File: src/rtl/disp_mux2.sv
// Two-digit multiplexed 7-segment driver: TENS -> GAP0 -> UNITS -> GAP1 refresh with blank gaps.
// Optional leading-zero blanking of the tens digit via `define DISP_LZB_EN.
module disp_mux2 #(
  parameter int unsigned DIV = 4,
  parameter int unsigned GAP = 1
) (
  input  logic       clk,
  input  logic       rst,
  input  logic       ld,
  input  logic [3:0] tens,
  input  logic [3:0] units,
  output logic [6:0] seg,
  output logic [1:0] an,
  output logic       err
);

  localparam int unsigned LEN_MAX = (DIV > GAP) ? DIV : GAP;
  localparam int unsigned CW      = (LEN_MAX > 1) ? $clog2(LEN_MAX) : 1;

  typedef enum logic [1:0] {
    ST_TENS  = 2'd0,
    ST_GAP0  = 2'd1,
    ST_UNITS = 2'd2,
    ST_GAP1  = 2'd3
  } state_t;

  state_t          r_state;
  logic [CW-1:0]   r_cnt;
  logic [3:0]      r_sh_t;
  logic [3:0]      r_sh_u;
  logic [3:0]      r_disp_t;
  logic [3:0]      r_disp_u;

  state_t          w_state_nxt;
  logic [CW-1:0]   w_cnt_nxt;
  logic [CW-1:0]   w_cnt_last;
  logic [3:0]      w_sh_t_nxt;
  logic [3:0]      w_sh_u_nxt;
  logic [3:0]      w_disp_t_nxt;
  logic [3:0]      w_disp_u_nxt;
  logic [6:0]      w_seg_nxt;
  logic [1:0]      w_an_nxt;
  logic            w_err_nxt;

  // BCD to segments {g,f,e,d,c,b,a}; non-BCD values show a dash
  function automatic logic [6:0] decode(input logic [3:0] d);
    logic [6:0] s;
    case (d)
      4'd0:    s = 7'b0111111;
      4'd1:    s = 7'b0000110;
      4'd2:    s = 7'b1011011;
      4'd3:    s = 7'b1001111;
      4'd4:    s = 7'b1100110;
      4'd5:    s = 7'b1101101;
      4'd6:    s = 7'b1111101;
      4'd7:    s = 7'b0000111;
      4'd8:    s = 7'b1111111;
      4'd9:    s = 7'b1101111;
      default: s = 7'b1000000;
    endcase
    return s;
  endfunction

  // Next state, shadow/display latching and next registered outputs
  always_comb begin
    w_state_nxt  = r_state;
    w_cnt_nxt    = r_cnt + CW'(1);
    w_cnt_last   = CW'(GAP - 1);
    w_sh_t_nxt   = r_sh_t;
    w_sh_u_nxt   = r_sh_u;
    w_disp_t_nxt = r_disp_t;
    w_disp_u_nxt = r_disp_u;
    w_seg_nxt    = 7'b0000000;
    w_an_nxt     = 2'b11;
    w_err_nxt    = 1'b0;

    if (r_state == ST_TENS || r_state == ST_UNITS) begin
      w_cnt_last = CW'(DIV - 1);
    end

    if (r_cnt == w_cnt_last) begin
      w_cnt_nxt = '0;
      case (r_state)
        ST_TENS:  w_state_nxt = ST_GAP0;
        ST_GAP0:  w_state_nxt = ST_UNITS;
        ST_UNITS: w_state_nxt = ST_GAP1;
        ST_GAP1:  w_state_nxt = ST_TENS;
        default:  w_state_nxt = ST_GAP1;
      endcase
    end

    if (ld) begin
      w_sh_t_nxt = tens;
      w_sh_u_nxt = units;
    end

    // Displayed digits sample the pre-load shadow on phase entry
    if (w_state_nxt == ST_TENS && r_state != ST_TENS) begin
      w_disp_t_nxt = r_sh_t;
    end
    if (w_state_nxt == ST_UNITS && r_state != ST_UNITS) begin
      w_disp_u_nxt = r_sh_u;
    end

    case (w_state_nxt)
      ST_TENS: begin
`ifdef DISP_LZB_EN
        if (w_disp_t_nxt != 4'd0) begin
          w_an_nxt  = 2'b10;
          w_seg_nxt = decode(w_disp_t_nxt);
        end
`else
        w_an_nxt  = 2'b10;
        w_seg_nxt = decode(w_disp_t_nxt);
`endif
      end
      ST_UNITS: begin
        w_an_nxt  = 2'b01;
        w_seg_nxt = decode(w_disp_u_nxt);
      end
      default: begin
        w_an_nxt  = 2'b11;
        w_seg_nxt = 7'b0000000;
      end
    endcase

    w_err_nxt = (w_sh_t_nxt > 4'd9) | (w_sh_u_nxt > 4'd9);
  end

  // State, shadow and output registers
  always_ff @(posedge clk) begin
    if (rst) begin
      r_state  <= ST_GAP1;
      r_cnt    <= '0;
      r_sh_t   <= 4'd0;
      r_sh_u   <= 4'd0;
      r_disp_t <= 4'd0;
      r_disp_u <= 4'd0;
      seg      <= 7'b0000000;
      an       <= 2'b11;
      err      <= 1'b0;
    end else begin
      r_state  <= w_state_nxt;
      r_cnt    <= w_cnt_nxt;
      r_sh_t   <= w_sh_t_nxt;
      r_sh_u   <= w_sh_u_nxt;
      r_disp_t <= w_disp_t_nxt;
      r_disp_u <= w_disp_u_nxt;
      seg      <= w_seg_nxt;
      an       <= w_an_nxt;
      err      <= w_err_nxt;
    end
  end

endmodule

File: config.mk
export PLATFORM = sky130hd
export DESIGN_NAME = disp_mux2
export DESIGN_NICKNAME = d
export VERILOG_FILES = /design/src/rtl/disp_mux2.sv
export SDC_FILE = /design/constraint.sdc
export NUM_CORES = 1
export LEC_CHECK = 0
export BUFFER_PORTS_ARGS = -buffer_cell sky130_fd_sc_hd__buf_2
export CORE_ASPECT_RATIO = 1.25
export CORE_MARGIN = 2
export CORE_UTILIZATION = 24
export CTS_CLUSTER_DIAMETER = 50
export DETAILED_ROUTE_END_ITERATION = 7
export GPL_ROUTABILITY_DRIVEN = 0
export HOLD_SLACK_MARGIN = 0.12
export PLACE_DENSITY = 0.42
export SYNTH_ARGS = -nofsm -noshare
export SYNTH_HDL_FRONTEND = slang
export SYNTH_SLANG_ARGS = --single-unit
File: constraint.sdc
create_clock -name clk -period 5.1 [get_ports clk]
set_input_delay 0.255 -clock clk [delete_from_list [all_inputs] [get_ports clk]]
set_output_delay 0.255 -clock clk [all_outputs]
set_load 0.01 [all_outputs]
======== Word-level counts from Yosys, hierarchy flattened ========
Memory sizes are Yosys's and may differ from the RTL's.
Index checks and enable logic that the tools add are counted.
operators by class
  add/sub/neg operators ................... 1
  $mul .................................... 0
  divide/modulo/power cells ............... 0
  $lt $le $gt $ge ......................... 2
  eq/ne operators ......................... 6
  shifts and indexed selects .............. 0
  muxes and demuxes ....................... 9
  bitwise logic cells ..................... 1
  reduce and logical (&&, ||, !) cells .... 7
operators with widths
  operator             number
  $mux 4               4
  $pmux 7 s2           1
  $gt 4x4->1 const B   2
  $pmux 2 s4           1
  $eq 2x2->1 const B   3
  $logic_not 2->1      2
  $mux 2               2
  $pmux 2 s2           1
  $add 2x1->2 const B  1
  $eq 2x1->1 const B   1
  $eq 2x2->1           1
  $logic_and 1x1->1    2
  $ne 2x2->1 const B   1
  $reduce_bool 2->1    1
  $reduce_or 2->1      1
  $logic_or 1x1->1     1
  $or 1x1->1           1
storage, ports and cells
  register bits after elaboration ......... 30
  latch bits .............................. 0
  bits in writable memories ............... 0
  memory bits (read-only) ................. 224
  output and inout port bits .............. 10
  word-level logic and storage cells ...... 37
  memories ................................ 2
memory list
  memory           depth  width  read ports  clocked after memory_dff  wr ports  RTL line  source
  (no name shown)  16     7      1           0                         0         48        case (d)
  (no name shown)  16     7      1           0                         0         48

======== Depth between registers and ports, before layout ========
Gate-level depths: netlist of run 1.
An unclocked memory read counts as a cell.
  depth after elaboration ................. 10
  gate-level depth with buffers ........... 12

======== Worst setup path before layout of run 1 ========
OpenSTA, ideal clock, no wires.
  path type ............................... register to register
  start ................................... reg r_cnt[0]
  end ..................................... reg seg[6]
  data arrival time ....................... 2.473 ns
  required time ........................... 5.040 ns
  setup slack ............................. 2.567 ns
  cell stages (with the launch flop) ...... 12
  buffers on the path ..................... 1
  period minus slack after synthesis ...... 2.533 ns
  cell sequence ........................... dfxtp_1 > buf_6 > or3b_4 > and3_4 > nor3_4 > mux2i_1 > inv_1 > ha_1 > nand2_1 > mux2i_1 > o211ai_1 > o311a_1
between the ends
  cells in the longest elaborated chain, start to end .. 7
  elaborated cells between the ends (all ways) .. 11
  classes of those cells .................. eq/ne (2); mux (4); reduce/logical (3); memory (2)
RTL lines
  what                                           RTL line      source
  start: declaration                             28            logic [CW-1:0] r_cnt;
  start signal: assignment                       144           r_cnt <= w_cnt_nxt;
  $eq 2x2->1 *                                   81            if (r_cnt == w_cnt_last) begin
  $mux 2 *                                       81
  $eq 2x2->1 or $logic_not 2->1 (tied branches)  101, 105, 98
  $logic_and 1x1->1, on equally long branches    101, 98
  $mux 4, on equally long branches               101, 98
  $mem_v2 16x7                                   --
  $pmux 7 s2 *                                   105           case (w_state_nxt)
  end signal: assignment                         149           seg <= w_seg_nxt;
  end: declaration                               12            output logic [6:0] seg,
Mark *: on every way between the ends. The rest lies on a longest branch, timed or not.
A chain may end at the register's enable or synchronous reset.

======== Worst setup path after layout of run 1 ========
  start ................................... reg r_state[0]
  end ..................................... reg seg[6]
between the ends
  cells in the longest elaborated chain, start to end .. 10
  elaborated cells between the ends (all ways) .. 20
  classes of those cells .................. eq/ne (6); mux (6); reduce/logical (6); memory (2)
RTL lines
  what                                           RTL line      source
  start: declaration                             27            state_t r_state;
  start signal: assignment                       143           r_state <= w_state_nxt;
  $eq 2x2->1 or $logic_not 2->1 (tied branches)  77, 83
  $logic_or 1x1->1                               77            if (r_state == ST_TENS || r_state == ST_UNITS) begin
  $mux 2                                         77
  $eq 2x2->1                                     81
  $mux 2                                         81
  $eq 2x2->1 or $logic_not 2->1 (tied branches)  101, 105, 98
  $logic_and 1x1->1, on equally long branches    101, 98
  $mux 4, on equally long branches               101, 98
  $mem_v2 16x7                                   --
  $pmux 7 s2 *                                   105
Marked as above.

==> metrics.sh, run 1 <==
STATUS='completed'
FLOW.AREA_GROWTH_FROM_SYNTHESIS_PCT=17.1
SEQ_POWER_SHARE_PCT=28.7
POST_SYNTH_INST_COUNT=174
GRT_ANTENNA_BEFORE_REPAIR=0
POWER.COMBINATIONAL.FRACTION_PCT=54.3
DIE_AREA_UM2=7350
POWER_LEAKAGE_uW=0.000866
YS_ASYNC_SR_FRACTION_PCT=0
MOSTFREQUENTLAYOUTCELL='sky130_fd_sc_hd__dfxtp_1'
DETAIL_ROUTE.WL_PER_CELL_UM=13.6
MIN_FROM='units[0]'
RSZ0062_AT_GRT='false'
ANTENNA-DIODE-COUNT=0
WORST_SKEW_PAIR.LATE_LATENCY_NS=0.28
SWSHARE_PCT=41.9
MIN_DELAY_PATH_DEPTH=3
HOLDBUFCOUNTCTS=0
MAX_SLEW_MARGIN_PCT=55.0
GRT_FIRST_PASS_WIRELENGTH_MM=6.32
PATH_CLK_SLEW_NS=0.07
REQUIRED_NS=5.32
DIE_W_UM=77.1
DRTANTENNAVIOLNETS=0
YS_TOP_CELLS_BY_AREA='sky130_fd_sc_hd__dfxtp_1 (38%), sky130_fd_sc_hd__mux2i_1 (14%), sky130_fd_sc_hd__nor2_1 (6.3%)'
FINALCLOCKSKEW_NS=0.00857
GR-TOTAL-OVERFLOW=0
YS_TYPES=44
SETUP_VIOL_COUNT_FINAL=0
POST_CTS.RESIZED_INSTANCES=0
SYN_AREA_PER_CELL_UM2=9.20
P_PER_AREA_nW_PER_UM2=629
VIA_PER_INST=4.57
CHIPHEIGHT_UM=95.3
DRIVE_GT1_SHARE_PCT=19.3
IR_WORST_VDD_V=0.000194
CTS_ROOT_BUF='sky130_fd_sc_hd__clkbuf_8'
DRT_ITER0_DRC=34
R2R-END='seg[6]'
GR-USAGE-ALL-LAYERS_PCT=11.2
WORST_SLEW_PIN_SLEW_NS=0.675
ROW_COUNT=33
CTS_TREE='built'
WORST_SETUP_SP_TYPE='flop'
DRV_SLEW=0
SETUP.REG_TO_REG.WORST_SLACK_NS=2.20
WORST_R2R_STARTPOINT='r_state[0]'
SYNTHDOMINANTCELLAREASHARE_PCT=37.5
IO_BUFFERS=20
SYNTH.CELL_AREA_UM2=1600
CORE_AREA_UM2=6520
MAX_FREQ_MHz=345
TIMING.REG2REG.WORST_PATH_DEPTH=12
CRITICAL_PATH.MAX_STAGE_DELAY_NS=0.47
HOLD_END='r_sh_u[0]'
TIMING.CRITICAL_PATH.CELLS='inv_1 -> ha_1 -> nor2_1 -> a2bb2oi_1 -> nor3_4 -> mux2i_1 -> inv_1 -> ha_1 -> nand2_1 -> mux2i_1 -> o211ai_1 -> o311a_1'
GRT_MAX_DEGREE=21
CTS-BUFFERS-INSERTED=5
TIMING.CRITICAL_PATH.FANOUT_MAX=10
SYNTH-EDFF-COUNT=0
POST-ROUTE-PERIOD-UTIL_PCT=56.9
SYNTH_NETS=193
SYNTH_SEQ_AREA_SHARE_PCT=37.5
CRITICALPATHCATEGORY='reg2reg'
CLOCK_POWER_SHARE_PCT=17.0
FINAL_HOLD_VIOL_COUNT=0
YOSYSWARNINGCOUNT=0
NETSWITCHINGPOWER_uW=494
FINALWORSTPATHREQUIREDPERIOD_NS=2.90
FIN_TNS_SETUP_NS=0
FINAL_CELL_MIX='sky130_fd_sc_hd__dfxtp_1 (30), sky130_fd_sc_hd__nor2_1 (27), sky130_fd_sc_hd__mux2i_1 (22)'
CLASSIFICATION_OF_THE_WORST_SLACK_HOLD_PATH='in2reg'
CLOCK_PATH_BUFFERS=2
FINAL_NETS=215
FIRST_GLOBAL_VIAS=1259
MAX_CAP_VIOL_COUNT=0
PATH_DELAY_FAMILY='simple AND/OR/NAND/NOR gates'
FIN_WORST_HOLD_SLACK_NS=0.206
WORSTSETUPENDPOINTTYPE='flop'
SYNTH_AREA_LEADER_CELL='sky130_fd_sc_hd__dfxtp_1'
CTSHTREEMAXLEVEL=2
POST_SYNTH_TOP_FLOP='sky130_fd_sc_hd__dfxtp_1'
NUMBER_OF_DRC_VIOLATIONS_AFTER_DETAILED_ROUTING=0
TIMING.CRITICAL_PATH.BUF_INV=2
FIRSTDRTPASSITERS=4
WORST_PATH_MAX_DELAY_CELL='sky130_fd_sc_hd__mux2i_1'
FLOORPLAN.INITIALDENSITY_PCT=24.5
SYNTH.FF_LATCH_COUNT=30
CRITICAL_PATH_ARRIVAL_NS=3.12
CTS_SETUP_BUFFERS=0
FINALWIRELENGTH_MM=3.86
VIA_COUNT=1299
FLOORPLAN.IO_PINS=21
HPWL_DETAILED_MM=2.95
CLKSINKCOUNT=30
POWER_REPORT.INTERNAL_TOTAL_uW=686
## metal layers
layer | wire, um | vias up | GRT usage, %
li1 | - | 665 | -
met3 | 136 | 2 | 2.84
met5 | 0 | - | 0
met1 | 1780 | 609 | 13.0
met2 | 1910 | 23 | 19.6
met4 | 32 | 0 | 4.91
## worst reg2reg max path: cells and delay by family (launching register included)
| family | cells | cell delay (ns) |
|---|---|---|
| AOI/OAI and AO/OA | 3 | 0.60 |
| adders and majority gates | 2 | 0.50 |
| buffers and inverters | 2 | 0.20 |
| DFF | 1 | 0.40 |
| muxes | 2 | 0.53 |
| and+or+nand+nor | 3 | 0.62 |
## metrics by stage
step / total power [uW] / instance area, um2 / setup WS (ns) / cells / utilization (%)
2_1_floorplan: 841 / 1600 / 2.57 / 174 / -
3_3_place_gp: 997 / 1780 / 2.20 / 276 / 27.3
3_5_place_dp: 983 / 1780 / 2.23 / 276 / 27.3
4_1_cts: 1190 / 1880 / 2.19 / 284 / 28.7
5_1_grt: 1270 / 1880 / 1.88 / 284 / 28.7
6_report: 1180 / 1880 / 2.20 / 284 / 28.7
## power groups by stage
stage / registers, uW / clock network (uW) / logic (uW)
4_1_cts: 339 / 210 / 643
2_1_floorplan: 347 / 0 / 494
3_3_place_gp: 346 / 0 / 651
6_report: 339 / 201 / 640
5_1_grt: 347 / 221 / 707
3_5_place_dp: 344 / 0 / 639
## logic make-up (layout without fill, tap and decap cells)
| logic type | count (synthesis) | count (layout) | share of synthesized area [%] |
|---|---|---|---|
| DFF | 30 | 30 | 37.5 |
| muxes | 25 | 25 | 15.9 |
| xor gates and xnor gates | 1 | 1 | 0.547 |
| buffers and inverters | 15 | 38 | 4.22 |
| and+or+nand+nor | 55 | 55 | 18.3 |
| AOI/OAI and AO/OA | 40 | 40 | 17.3 |
| adders and majority gates | 8 | 8 | 6.25 |
## synth_stat cells (2+ instances only)
master and n:
sky130_fd_sc_hd__nor2b_1 7, sky130_fd_sc_hd__nor3b_1 2, sky130_fd_sc_hd__a221oi_1 3, sky130_fd_sc_hd__nand2b_1 3
sky130_fd_sc_hd__ha_1 8, sky130_fd_sc_hd__o22ai_1 3, sky130_fd_sc_hd__nor2_1 27, sky130_fd_sc_hd__inv_1 10
sky130_fd_sc_hd__nor3_1 2, sky130_fd_sc_hd__a21o_1 3, sky130_fd_sc_hd__a21oi_1 7, sky130_fd_sc_hd__dfxtp_1 30
sky130_fd_sc_hd__mux2_2 3, sky130_fd_sc_hd__o211ai_1 2, sky130_fd_sc_hd__o21ai_0 9, sky130_fd_sc_hd__mux2i_1 22
sky130_fd_sc_hd__clkbuf_1 2, sky130_fd_sc_hd__nand2_1 4, sky130_fd_sc_hd__nand3b_1 2
## final cells by class
cell class | count | area (um2)
fill | 737 | 4650
multi-input combinational | 129 | 933
sequential | 30 | 601
tap | 87 | 109
timing repair buffer | 20 | 100
clock buffer | 6 | 82.6
inverter | 10 | 37.5
clock inverter | 2 | 12.5
## worst max-delay path by stage
| stage | slack (ns) | depth (start not counted) | startpoint | to |
|---|---|---|---|---|
| 2_1_floorplan | 2.57 | 11 | r_cnt[0] | seg[6] |
| 3_3_place_gp | 2.20 | 8 | r_cnt[0] | seg[4] |
| 3_5_place_dp | 2.23 | 12 | r_state[0] | seg[6] |
| 4_1_cts | 2.19 | 12 | r_state[0] | seg[6] |
| 5_1_grt | 1.88 | 12 | r_state[0] | seg[6] |
| 6_report | 2.20 | 12 | r_state[0] | seg[6] |
## state kept, by name, summed over array words and instances (netlist names), 2 cells and up
signal    count
seg           7
r_disp_t      4
r_disp_u      4
r_sh_t        4
r_sh_u        4
an            2
r_cnt         2
r_state       2
Power figures use the tool's default switching activity.
==> run 2: changes to the inputs <==
--- a/config.mk
+++ b/config.mk
@@ -5,6 +5,7 @@
 export SDC_FILE = /design/constraint.sdc
 export NUM_CORES = 1
 export LEC_CHECK = 0
+export ABC_AREA = 1
 export BUFFER_PORTS_ARGS = -buffer_cell sky130_fd_sc_hd__buf_2
 export CORE_ASPECT_RATIO = 1.25
 export CORE_MARGIN = 2
@@ -13,7 +14,7 @@
 export DETAILED_ROUTE_END_ITERATION = 7
 export GPL_ROUTABILITY_DRIVEN = 0
 export HOLD_SLACK_MARGIN = 0.12
-export PLACE_DENSITY = 0.42
+export PLACE_DENSITY = 0.43
 export SYNTH_ARGS = -nofsm -noshare
 export SYNTH_HDL_FRONTEND = slang
 export SYNTH_SLANG_ARGS = --single-unit
==> constraint.sdc (replaced) <==
create_clock -name clk -period 2.6 [get_ports clk]
set_input_delay 0.13 -clock clk [delete_from_list [all_inputs] [get_ports clk]]
set_output_delay 0.13 -clock clk [all_outputs]
set_load 0.01 [all_outputs]
==> run 2 against run 1 <==
Largest cell class unchanged. Maximum frequency increased by 31%. Hold slack got worse by 0.068 ns. Clock power increased by 130%. Clock-buffer cell count increased by 1. Global-route usage decreased by 0.075 points. First-iteration DRC count increased by 32%. Critical endpoint is now seg[3]. Worst setup slack got worse by 1.8 ns. Core utilization increased by 1.2 points. Largest power group unchanged. Sequential power increased by 79%. Non-clock buffer count increased by 2. Clock skew decreased by 0.0064 ns.
==> metrics.sh, run 2 <==
STATUS='completed'  # unchanged
YS_TOP_CELLS_BY_COUNT='sky130_fd_sc_hd__nand2_1 (58), sky130_fd_sc_hd__dfxtp_1 (30), sky130_fd_sc_hd__inv_1 (24)'  # was sky130_fd_sc_hd__dfxtp_1 (30), sky130_fd_sc_hd__nor2_1 (27), sky130_fd_sc_hd__mux2i_1 (22)
FINALCLOCKSKEW_NS=0.00222  # was 0.00857 ns
FLOORPLAN.INITIALDENSITY_PCT=24.8  # was 24.5%
WORST_SLEW_PIN_SLEW_NS=0.519  # was 0.675 ns
DESIGN_POWER_TOTAL_uW=2890  # was 1180 uW
CTS-BUFFERS-INSERTED=5  # unchanged
POST_SYNTH_INST_COUNT=214  # was 174
CORE_AREA_UM2=6210  # was 6520 um2
CRITICAL_PATH.MOST_COMMON_CELL='sky130_fd_sc_hd__nand2_1'
NUMBER_OF_DRC_VIOLATIONS_AFTER_DETAILED_ROUTING=0  # unchanged
REGISTERS.TOP_BY_FF_COUNT='seg'  # unchanged
IO_BUFFERS=20  # unchanged
SYNTHDOMINANTCELLAREASHARE_PCT=39.0  # was 37.5%
CLOCK_PATH_BUFFERS=2  # unchanged
PATH_DELAY_FAMILY='simple AND/OR/NAND/NOR gates'  # unchanged
FINAL_NETS=258  # was 215
WORST_R2R_STARTPOINT='r_state[0]'  # unchanged
SYNTH_NETS=233  # was 193
GRT_USE_MET1_PCT=14.0  # was 13.0%
SYN_AREA_PER_CELL_UM2=7.20  # was 9.20 um2
GR-TOTAL-OVERFLOW=0  # unchanged
RSZ0062_AT_GRT='false'  # unchanged
SYNTH.FF_LATCH_COUNT=30  # unchanged
FINAL_CELL_MIX='sky130_fd_sc_hd__nand2_1 (58), sky130_fd_sc_hd__dfxtp_1 (30), sky130_fd_sc_hd__inv_1 (24)'  # was sky130_fd_sc_hd__dfxtp_1 (30), sky130_fd_sc_hd__nor2_1 (27), sky130_fd_sc_hd__mux2i_1 (22)
DRTANTENNAVIOLNETS=0  # unchanged
PATH_CLK_SLEW_NS=0.06  # was 0.07 ns
CTSHTREEMAXLEVEL=2  # unchanged
IR_WORST_VDD_V=0.000428  # was 0.000194 V
DRV_SLEW=0  # unchanged
POWER_LEAKAGE_uW=0.000908  # was 0.000866 uW
YS_TYPES=22  # was 44
YS_TOP_CELLS_BY_AREA='sky130_fd_sc_hd__dfxtp_1 (39%), sky130_fd_sc_hd__nand2_1 (14%), sky130_fd_sc_hd__ha_1 (6.5%)'  # was sky130_fd_sc_hd__dfxtp_1 (38%), sky130_fd_sc_hd__mux2i_1 (14%), sky130_fd_sc_hd__nor2_1 (6.3%)
SETUP.REG_TO_REG.WORST_SLACK_NS=0.38  # was 2.20 ns
SYNTH_MOST_COMMON_CELL='sky130_fd_sc_hd__nand2_1'  # was sky130_fd_sc_hd__dfxtp_1
FIRSTDRTPASSITERS=4  # unchanged
CRITICAL_PATH_ARRIVAL_NS=2.36  # was 3.12 ns
CRITICAL_PATH_DEPTH=16  # was 12
SYNTH.CELL_AREA_UM2=1540  # was 1600 um2
NUM-FILL-CELLS=707  # was 737
WORSTSETUPSTARTPOINT='r_state[0]'  # unchanged
P_PER_AREA_nW_PER_UM2=1550  # was 629 nW/um2
CTS_ROOT_BUF='sky130_fd_sc_hd__clkbuf_8'  # unchanged
WORST_SETUP_SP_TYPE='flop'  # unchanged
CLASSIFICATION_OF_THE_WORST_SLACK_HOLD_PATH='in2reg'  # unchanged
SEQ_AREA_UM2=601  # unchanged
GR-USAGE-ALL-LAYERS_PCT=11.1  # was 11.2%
CRITICALPATHCATEGORY='reg2reg'  # unchanged
GLOBALROUTE.BUSIESTLAYER='met2'  # unchanged
FIN_WORST_HOLD_SLACK_NS=0.137  # was 0.206 ns
SYNTH_SEQ_AREA_SHARE_PCT=39.0  # was 37.5%
WORSTSETUPENDPOINTTYPE='flop'  # unchanged
GR-USAGE-MET3_PCT=2.91  # was 2.84%
FIRST_GLOBAL_VIAS=1341  # was 1259
DRIVE_GT1_SHARE_PCT=22.1  # was 19.3%
NUMPLACEDINSTANCES=315  # was 276
WORST_PATH_MAX_DELAY_CELL='sky130_fd_sc_hd__dfxtp_1'  # was sky130_fd_sc_hd__mux2i_1
TIMING.CRITICAL_PATH.FANOUT_MAX=10  # unchanged
DESIGN_AREA_UM2=1860  # was 1880 um2
VIA_COUNT=1323  # was 1299
GRT_MAX_DEGREE=27  # was 21
MOSTFREQUENTLAYOUTCELL='sky130_fd_sc_hd__nand2_1'  # was sky130_fd_sc_hd__dfxtp_1
VIA_PER_INST=4.07  # was 4.57
DIE_W_UM=75.7  # was 77.1 um
CTS_TREE='built'  # unchanged
LARGEST_REG_FLOPS=7  # unchanged
TIMING.REG2REG.WORST_PATH_DEPTH=16  # was 12
YS_ASYNC_SR_FRACTION_PCT=0  # unchanged
R2R-END='seg[3]'  # was seg[6]
MAX_FREQ_MHz=451  # was 345 MHz
FLOW.AREA_GROWTH_FROM_SYNTHESIS_PCT=20.6  # was 17.1%
CRITICAL_PATH.MAX_STAGE_DELAY_NS=0.35  # was 0.47 ns
FIN_TNS_SETUP_NS=0  # unchanged
DRT_ITER0_DRC=45  # was 34
CTS_SETUP_BUFFERS=0  # unchanged
FINAL_CELLS=325  # was 284
ANTENNA-DIODE-COUNT=0  # unchanged
POST_CTS.RESIZED_INSTANCES=0  # unchanged
DETAIL_ROUTE.WL_PER_CELL_UM=10.4  # was 13.6 um
TIMING.CRITICAL_PATH.BUF_INV=3  # was 2
HOLDBUFCOUNTCTS=2  # was 0
FLOORPLAN.IO_PINS=21  # unchanged
MAX_SLEW_MARGIN_PCT=65.4  # was 55.0%
TIMING.CRITICAL_PATH.CELLS='inv_2 -> ha_1 -> nor2_1 -> nand3_2 -> nand2_4 -> nand3_4 -> nand2_1 -> nand2_1 -> inv_1 -> ha_1 -> inv_1 -> nand2_1 -> nand2_1 -> nand2_1 -> nand2_1 -> a21oi_1'  # was inv_1 -> ha_1 -> nor2_1 -> a2bb2oi_1 -> nor3_4 -> mux2i_1 -> inv_1 -> ha_1 -> nand2_1 -> mux2i_1 -> o211ai_1 -> o311a_1
REQUIRED_NS=2.74  # was 5.32 ns
GLOBAL_ROUTE.USAGE.MET2_PCT=17.8  # was 19.6%
DIE_AREA_UM2=7080  # was 7350 um2
MAX_CAP_VIOL_COUNT=0  # unchanged
CLKSINKCOUNT=30  # unchanged
ROW_COUNT=32  # was 33
GRT_ANTENNA_BEFORE_REPAIR=0  # unchanged
SETUP_VIOL_COUNT_FINAL=0  # unchanged
GRT_FIRST_PASS_WIRELENGTH_MM=5.98  # was 6.32 mm
WORST_SKEW_PAIR.LATE_LATENCY_NS=0.28  # about the same
FINALWORSTPATHREQUIREDPERIOD_NS=2.22  # was 2.90 ns
POST-ROUTE-PERIOD-UTIL_PCT=85.4  # was 56.9%
WORSTSETUPENDPOINT='seg[3]'  # was seg[6]
POST_SYNTH_TOP_FLOP='sky130_fd_sc_hd__dfxtp_1'  # unchanged
SYNTH_AREA_LEADER_CELL='sky130_fd_sc_hd__dfxtp_1'  # unchanged
FINALWIRELENGTH_MM=3.39  # was 3.86 mm
DETAILED_PLACE.AREA_UM2=1730  # was 1780 um2
HPWL_DETAILED_MM=2.59  # was 2.95 mm
CHIPHEIGHT_UM=93.6  # was 95.3 um
FINAL_HOLD_VIOL_COUNT=0  # unchanged
MULTI_INPUT_COMB_AREA_UM2=808  # was 933 um2
YOSYSWARNINGCOUNT=0  # unchanged
SYNTH-EDFF-COUNT=0  # unchanged
run 2: how the worst min path moves through the flow:
stage                            to  startpoint  cells past startpoint
after floorplan           r_sh_u[0]    units[0]                      2
after global placement    r_sh_t[0]     tens[0]                      3
after detailed placement  r_sh_u[0]    units[0]                      3
after CTS                 r_sh_u[1]    units[1]                      3
after global routing      r_sh_u[1]    units[1]                      3
final                     r_sh_u[1]    units[1]                      3
run 2: worst reg2reg max path, cell delays in order, from the launching register on:
cell and delay, ns:
sky130_fd_sc_hd__dfxtp_1 0.35, sky130_fd_sc_hd__inv_2 0.07, sky130_fd_sc_hd__ha_1 0.21, sky130_fd_sc_hd__nor2_1 0.13, sky130_fd_sc_hd__nand3_2 0.10, sky130_fd_sc_hd__nand2_4 0.14
sky130_fd_sc_hd__nand3_4 0.13, sky130_fd_sc_hd__nand2_1 0.08, sky130_fd_sc_hd__nand2_1 0.11, sky130_fd_sc_hd__inv_1 0.15, sky130_fd_sc_hd__ha_1 0.26, sky130_fd_sc_hd__inv_1 0.06
sky130_fd_sc_hd__nand2_1 0.04, sky130_fd_sc_hd__nand2_1 0.06, sky130_fd_sc_hd__nand2_1 0.05, sky130_fd_sc_hd__nand2_1 0.07, sky130_fd_sc_hd__a21oi_1 0.06
run 2: cell type report:
class                           count  share of cell area, %
Tap cell                           85                   5.72
Clock inverter                      1                   1.62
Multi-Input combinational cell    149                   43.5
Timing Repair Buffer               22                   6.46
Inverter                           31                   6.26
Sequential cell                    30                   32.3
Clock buffer                        7                   4.11
run 2: where the power goes:
group | switching, uW | internal, uW | total, uW
clock | 174 | 286 | 461
sequential | 35.1 | 572 | 607
combinational | 1210 | 606 | 1820
run 2: cell families after synthesis:
| group | Yosys count | share of synthesized area (%) |
|---|---|---|
| AND/OR/NAND/NOR | 114 | 34.1 |
| AO/OA/AOI/OAI | 25 | 10.6 |
| buffers and inverters | 35 | 8.53 |
| flip-flops | 30 | 39.0 |
| multiplexers | 2 | 1.30 |
| adder cells (fa/ha/maj) | 8 | 6.50 |
run 2: through the flow:
stage | util (%) | setup WS (ns)
after global routing | 29.9 | 0.136
after global placement | 27.9 | 0.374
after floorplan | - | 0.656
after detailed placement | 27.9 | 0.391
after CTS | 29.9 | 0.375
final | 29.9 | 0.381
run 2: per-layer routing:
layer  part of all wire, %  vias to the layer above
li1                      -                      717
met1                    50                      577
met2                    45                       23
met3                   3.0                        6
met4                   1.9                        0
met5                     0                        -
